$ cat src/rtl/s2mm_wr_ctrl.sv
// s2mm_wr_ctrl: turns a single write request (byte address + length in
// 64-bit beats) into one DataMover S2MM command. The request's write data is
// passed through to the S2MM stream, and the DataMover status is collected
// and reduced to a two-bit AXI-style write response.
//
// Ports
//   clk, rstn               clock, asynchronous active-low reset
//   wreq_*                  request handshake: address and size in beats
//   wdata_*                 write-data stream from the requester
//   wresp_valid, wresp      one-cycle response pulse (00 OKAY, 10 SLVERR, 11 DECERR)
//   m_axis_s2mm_cmd_*       DataMover command stream
//   m_axis_s2mm_*           DataMover data stream (pass-through of wdata)
//   s_axis_s2mm_sts_*       DataMover status stream
module s2mm_wr_ctrl #(
  parameter int S2MM_ADDR_WIDTH = 32,
  parameter int S2MM_SIZE_WIDTH = 16,
  parameter int S2MM_DATA_WIDTH = 64,
  parameter int S2MM_CMD_WIDTH  = 72,
  parameter int S2MM_STS_WIDTH  = 32
) (
  input  logic                       clk,
  input  logic                       rstn,
  output logic                       wreq_ready,
  input  logic                       wreq_valid,
  input  logic [S2MM_ADDR_WIDTH-1:0] wreq_addr,
  input  logic [S2MM_SIZE_WIDTH-1:0] wreq_size,
  output logic                       wdata_ready,
  input  logic                       wdata_valid,
  input  logic                       wdata_last,
  input  logic [S2MM_DATA_WIDTH-1:0] wdata,
  output logic                       wresp_valid,
  output logic [1:0]                 wresp,
  output logic                       m_axis_s2mm_cmd_tvalid,
  input  logic                       m_axis_s2mm_cmd_tready,
  output logic [S2MM_CMD_WIDTH-1:0]  m_axis_s2mm_cmd_tdata,
  output logic                       m_axis_s2mm_tvalid,
  input  logic                       m_axis_s2mm_tready,
  output logic [63:0]                m_axis_s2mm_tdata,
  output logic [7:0]                 m_axis_s2mm_tkeep,
  output logic                       m_axis_s2mm_tlast,
  input  logic                       s_axis_s2mm_sts_tvalid,
  output logic                       s_axis_s2mm_sts_tready,
  input  logic [S2MM_STS_WIDTH-1:0]  s_axis_s2mm_sts_tdata
);

  typedef enum logic [2:0] {IDLE, CMD, DATA, STS, RESP} state_t;

  localparam logic [S2MM_SIZE_WIDTH-1:0] ONE = {{(S2MM_SIZE_WIDTH-1){1'b0}}, 1'b1};

  state_t                     state;
  logic [S2MM_SIZE_WIDTH-1:0] size_r;
  logic [S2MM_SIZE_WIDTH-1:0] beat_cnt;
  logic [3:0]                 tag;
  logic [3:0]                 cur_tag;
  logic                       len_err;
  logic [15:0]                wd_cnt;
  logic [1:0]                 resp_code;
  logic                       in_data;
  logic                       final_beat;
  logic                       beat_hs;
  logic                       unused_sts_bits;

  // Command word: BTT in bytes (beats * 8), INCR burst, EOF set, 32-bit
  // address field and the 4-bit tag used to match the returning status.
  function automatic logic [S2MM_CMD_WIDTH-1:0] build_cmd(
    input logic [S2MM_ADDR_WIDTH-1:0] a,
    input logic [S2MM_SIZE_WIDTH-1:0] s,
    input logic [3:0]                 t
  );
    logic [22:0] btt;
    logic [31:0] a32;
    logic [71:0] c;
    btt = 23'({s, 3'b000});
    a32 = 32'(a);
    c   = {4'h0, t, a32, 1'b0, 1'b1, 6'h00, 1'b1, btt};
    return S2MM_CMD_WIDTH'(c);
  endfunction

  // Status decode in priority order; a status with none of the result bits
  // set is treated as a slave error rather than silently reported OKAY.
  function automatic logic [1:0] decode_sts(
    input logic [7:0] sts,
    input logic [3:0] exp_tag,
    input logic       lerr
  );
    if ((sts[3:0] != exp_tag) || sts[4]) return 2'b10;
    else if (sts[5])                     return 2'b11;
    else if (sts[6])                     return 2'b10;
    else if (sts[7])                     return lerr ? 2'b10 : 2'b00;
    else                                 return 2'b10;
  endfunction

  assign unused_sts_bits = ^s_axis_s2mm_sts_tdata[S2MM_STS_WIDTH-1:8];

  // Data phase is a pure pass-through gated by the state; tlast comes from
  // the beat count so a misplaced wdata_last cannot truncate the burst.
  assign in_data            = (state == DATA);
  assign final_beat         = (beat_cnt == size_r - ONE);
  assign beat_hs            = in_data & wdata_valid & m_axis_s2mm_tready;
  assign m_axis_s2mm_tvalid = in_data & wdata_valid;
  assign wdata_ready        = in_data & m_axis_s2mm_tready;
  assign m_axis_s2mm_tdata  = wdata;
  assign m_axis_s2mm_tkeep  = 8'hFF;
  assign m_axis_s2mm_tlast  = in_data & final_beat;

  always_ff @(posedge clk or negedge rstn) begin
    if (!rstn) begin
      state                  <= IDLE;
      wreq_ready             <= 1'b1;
      wresp_valid            <= 1'b0;
      wresp                  <= 2'b00;
      m_axis_s2mm_cmd_tvalid <= 1'b0;
      m_axis_s2mm_cmd_tdata  <= '0;
      s_axis_s2mm_sts_tready <= 1'b0;
      size_r                 <= '0;
      beat_cnt               <= '0;
      tag                    <= 4'h0;
      cur_tag                <= 4'h0;
      len_err                <= 1'b0;
      wd_cnt                 <= 16'h0000;
      resp_code              <= 2'b00;
    end else begin
      case (state)
        IDLE: begin
          // The response pulse from the previous request lives in this cycle.
          wresp_valid <= 1'b0;
          if (wreq_valid) begin
            size_r     <= wreq_size;
            len_err    <= 1'b0;
            wreq_ready <= 1'b0;
            if (wreq_size == '0) begin
              resp_code <= 2'b10;
              state     <= RESP;
            end else begin
              m_axis_s2mm_cmd_tdata  <= build_cmd(wreq_addr, wreq_size, tag);
              m_axis_s2mm_cmd_tvalid <= 1'b1;
              state                  <= CMD;
            end
          end
        end
        CMD: begin
          if (m_axis_s2mm_cmd_tready) begin
            m_axis_s2mm_cmd_tvalid <= 1'b0;
            cur_tag                <= tag;
            tag                    <= tag + 4'd1;
            state                  <= DATA;
          end
        end
        DATA: begin
          if (beat_hs) begin
            if (final_beat) begin
              len_err                <= len_err | ~wdata_last;
              beat_cnt               <= '0;
              wd_cnt                 <= 16'h0000;
              s_axis_s2mm_sts_tready <= 1'b1;
              state                  <= STS;
            end else begin
              len_err  <= len_err | wdata_last;
              beat_cnt <= beat_cnt + ONE;
            end
          end
        end
        STS: begin
          if (s_axis_s2mm_sts_tvalid) begin
            resp_code              <= decode_sts(s_axis_s2mm_sts_tdata[7:0], cur_tag, len_err);
            s_axis_s2mm_sts_tready <= 1'b0;
            state                  <= RESP;
          end else if (wd_cnt == 16'hFFFF) begin
            // DataMover never answered: report a decode error and recover.
            resp_code              <= 2'b11;
            s_axis_s2mm_sts_tready <= 1'b0;
            state                  <= RESP;
          end else begin
            wd_cnt <= wd_cnt + 16'd1;
          end
        end
        RESP: begin
          wresp       <= resp_code;
          wresp_valid <= 1'b1;
          wreq_ready  <= 1'b1;
          state       <= IDLE;
        end
        default: state <= IDLE;
      endcase
    end
  end

endmodule

$ cat config.mk
export PLATFORM = sky130hd
export DESIGN_NAME = s2mm_wr_ctrl
export DESIGN_NICKNAME = d
export VERILOG_FILES = /design/src/rtl/s2mm_wr_ctrl.sv
export SDC_FILE = /design/constraint.sdc
export NUM_CORES = 1
export LEC_CHECK = 0
export CELL_PAD_IN_SITES_DETAIL_PLACEMENT = 0
export CELL_PAD_IN_SITES_GLOBAL_PLACEMENT = 2
export CORE_MARGIN = 2
export CORE_UTILIZATION = 25
export DETAILED_ROUTE_END_ITERATION = 8
export PLACE_DENSITY_LB_ADDON = 0.1
export SYNTH_ARGS = -nofsm -noshare
export SYNTH_HDL_FRONTEND = slang
export SYNTH_SLANG_ARGS = --single-unit
export TNS_END_PERCENT = 5
$ cat constraint.sdc
create_clock -name clk -period 5.4 [get_ports clk]
set_input_delay 1.08 -clock clk [delete_from_list [all_inputs] [get_ports clk]]
set_output_delay 1.08 -clock clk [all_outputs]
set_load 0.01 [all_outputs]
==> summary.md <==
| Metric | Value |
|---|---|
| Max_cap viols | 0 |
| Post-CTS sizing | 0 |
| Most frequent cells in the layout | clkdlybuf4s50_1, dfrtp_1, nand2_1, nor2_1, mux2_2 |
| Sw Share | 0.357 |
| Clk pwr share | 0.262 |
| Hold_buf cts | 0 |
| CTS tree | yes |
| Initial antenna violation count | 0 |
| Global-route usage over all layers | 0.133 |
| Vias in the first global route | 4,893 |
| Chip Width | 162 um |
| Hold Crit Start | m_axis_s2mm_cmd_tdata[18]$_DFFE_PN0P_ |
| IO Count | between 300 and 400 |
| Post-synthesis area per instance | around 10 sq um |
| Largest cells by area after synthesis | dfrtp_1, buf_4, mux2_2 |
| GP Congestion | around 0.77 |
| R2R setup slack | between 2000 and 2500 ps |
| Yosys top cell area share | 0.479 |
| Min Tclk post-route | slightly below 5000 ps |
| Layout cells sized above 1 | 0.136 |
| Max_slew headroom | 0.388 |
| WL final | approximately 17,000 um |
| Synth area leader | dfrtp_1 |
| Clock Tree Buf Depth | 2 |
| PD cells | 546 nW/um^2 |
| CTS sink count | ~120 |
| RSZ-0062 raised after global routing | false |
| Cts bufs inserted | 17 |
| Syn Inst Count | roughly 630 |
| Post-synthesis sequential area ratio | 0.484 |
| Clk pin slew, worst setup/hold paths | ~60 ps |
| WHS Path Cells | 2 |
| Final net count | between 800 and 900 |
| CTS Root Cell | clkbuf_16 |
| Final setup fails | 0 |
| Static Leak | roughly 3.4 nW |
| Dpl cells | 997 |
| Max Transition Viols Final | 0 |
| Wire per inst | 16.1 um |
| First drt pass iteration count | 4 |
| Hold Fails Final Rpt | 0 |
| Row count | 57 |
| Worst setup SP type | register |
| Post-CTS setup buffer count | 0 |
| Detail Placement HPWL | approximately 12,000 um |
| IO Port Bufs | 126 |
| Async S/R FF share, synth | 1.00 |
| Post-synth EDFFs | 0 |
| Worst r2r src | size_r[0]$_DFFE_PN0P_ |
| Via Count | between 4,000 and 5,000 |
| Layout area overhead | 25.6% |
| Tcrit/Tclk final | 0.901 |
| Worst hold endpoint | m_axis_s2mm_cmd_tdata[18]$_DFFE_PN0P_ |
| Number of diodes | 0 |
| Drt via density | ~4.4 |
| Final Instance Count excl. Fillers | 1,029 |
| Cell variety after synth | 46 |
| Internal power | 0.00277 W |
| Worst min path class | reg -> reg |
| Setup CP Type | reg -> out |
| Final setup skew | 10.2 ps |
| Kind of end point of the critical path | output pin |
| Worst vdd ir | ~0.19 mV |
| Commonest non-fill, non-tap cell in the layout | clkdlybuf4s50_1 |
| Initial Utilization | 0.256 |
| Worst-Margin Slew | 915 ps |
| Synth Cell Area | ~6300 sq um |
| CP Max Fanout | 8 |
| Ys Warns | 0 |
| Routed Antenna Nets | 0 |
| FF+latch count, synth | 121 |
| H-tree depth | 4 |
| Psw | between 0.0015 and 0.002 W |
| Status | complete, no violations |
| Grt total ovfl | 0 |
| Critical Path RT | 4320 ps |
| DRC Markers | 0 |
| RR Endpoint | wd_cnt[1]$_DFFE_PN0P_ |
| Main synth FF type | dfrtp_1 |
| Setup TNS | 0 ps |
| Gate power share | 0.372 |
| Die area | ~26,000 sq um |
| F_max | 205 MHz |
| CORE AREA | approximately 24,000 sq um |
| Largest net degree at the start of global routing | between 50 and 60 |
| Layout fillers | 2,534 |
| Starting DRC count in detailed routing | 240 |
| Sequential power share | 0.367 |
| Clock Latency Late Sink | 420 ps |
| Die H | 162 um |
| Worst path arrival time | 3790 ps |
| Global-route wire length before repair | about 27,000 um |
| Reg2Reg Depth | 10 |
power by group through the flow:
stage / logic [W] / registers (W) / clock network (W)
finish: 0.00160 / 0.00158 / 0.00113
global placement: 0.00162 / 0.00158 / 0
CTS: 0.00163 / 0.00158 / 0.00117
global route: 0.00178 / 0.00164 / 0.00121
floorplan: 0.000907 / 0.00158 / 0
detailed placement: 0.00162 / 0.00159 / 0
worst max-delay path by stage:
stage / from / end / cells after the start
floorplan: size_r[0]$_DFFE_PN0P_ / m_axis_s2mm_tlast / 9
CTS: size_r[0]$_DFFE_PN0P_ / m_axis_s2mm_tlast / 10
global placement: size_r[0]$_DFFE_PN0P_ / m_axis_s2mm_tlast / 10
finish: size_r[0]$_DFFE_PN0P_ / m_axis_s2mm_tlast / 10
global route: size_r[0]$_DFFE_PN0P_ / m_axis_s2mm_tlast / 10
detailed placement: size_r[0]$_DFFE_PN0P_ / m_axis_s2mm_tlast / 10
per-layer routing:
metal	GRT usage	vias to the layer above	wire (um)
li1	-	2120	-
met1	0.166	2180	7170
met2	0.202	143	7660
met3	0.0666	34	1530
met4	0.0402	0	202
met5	0	-	0
critical path, cell delays in order, from the launching register on:
cell             delay (ps)
dfrtp_1                 410
inv_1                    90
ha_1                    210
or4b_4                  520
o41ai_2                 210
nand3b_1                130
or4_4                   540
or3_1                   320
buf_4                   180
nor4_2                  170
clkdlybuf4s50_1         590
per-stage QoR:
stage / utilization / hold WS, ps / power [W] / cell area, sq um / setup WS [ps]
2_1_floorplan: - / 442 / 0.00249 / 6350 / 1680
3_3_place_gp: 0.298 / 461 / 0.00320 / 7300 / 888
3_5_place_dp: 0.298 / 470 / 0.00321 / 7300 / 899
4_1_cts: 0.322 / 486 / 0.00438 / 7870 / 447
5_1_grt: 0.322 / 499 / 0.00463 / 7870 / 304
6_report: 0.322 / 482 / 0.00430 / 7870 / 534
sequential cells by signal, summed over array words and instances (netlist names):
| signal | flops |
|---|---|
| size_r | 16 |
| tag | 4 |
| m_axis_s2mm_cmd_tdata | 53 |
| len_err | 1 |
| wreq_ready | 1 |
| wresp_valid | 1 |
| beat_cnt | 16 |
| m_axis_s2mm_cmd_tvalid | 1 |
| wresp | 2 |
| s_axis_s2mm_sts_tready | 1 |
| cur_tag | 4 |
| wd_cnt | 16 |
| resp_code | 2 |
| state | 3 |
cells by family (layout without fill, tap and decap cells):
kind of cell	after synthesis	after routing	share of synthesized area
compound gates	47	47	0.0463
mux	43	43	0.0771
xor+xnor	50	50	0.0711
buf+inv	126	179	0.134
simple gates	235	235	0.179
other cells	2	26	0.00120
fa+ha+maj	4	4	0.00799
flops	121	121	0.484
Yosys cell counts, types with 2 or more instances:
cell and n:
a21oi_1 12, a31oi_1 2, and3_1 11, and4_1 3, buf_2 2, buf_4 93, buf_6 2, clkbuf_1 14
conb_1 2, dfrtp_1 120, ha_1 4, inv_1 14, mux2_2 42, nand2_1 102, nand2b_1 2, nand3_1 13
nand3b_1 3, nand4_1 20, nor2_1 43, nor3_1 16, nor3b_1 2, nor4_1 8, nor4_2 2, o2111ai_1 3
o21ai_0 17, o21ai_1 3, o21ai_2 2, o22ai_1 2, or3_1 5, xnor2_1 25, xor2_1 24
final cells by class:
| cell class | instances | area (sq um) | area share |
|---|---|---|---|
| sequential | 121 | 3030 | 0.385 |
| multi-input combinational | 405 | 2500 | 0.317 |
| timing repair buffer | 133 | 1310 | 0.167 |
| clock buffer | 18 | 439 | 0.0558 |
| tap | 324 | 405 | 0.0515 |
| clock inverter | 14 | 136 | 0.0173 |
| inverter | 14 | 52.6 | 0.00668 |
(Power assumes the default switching activity.)
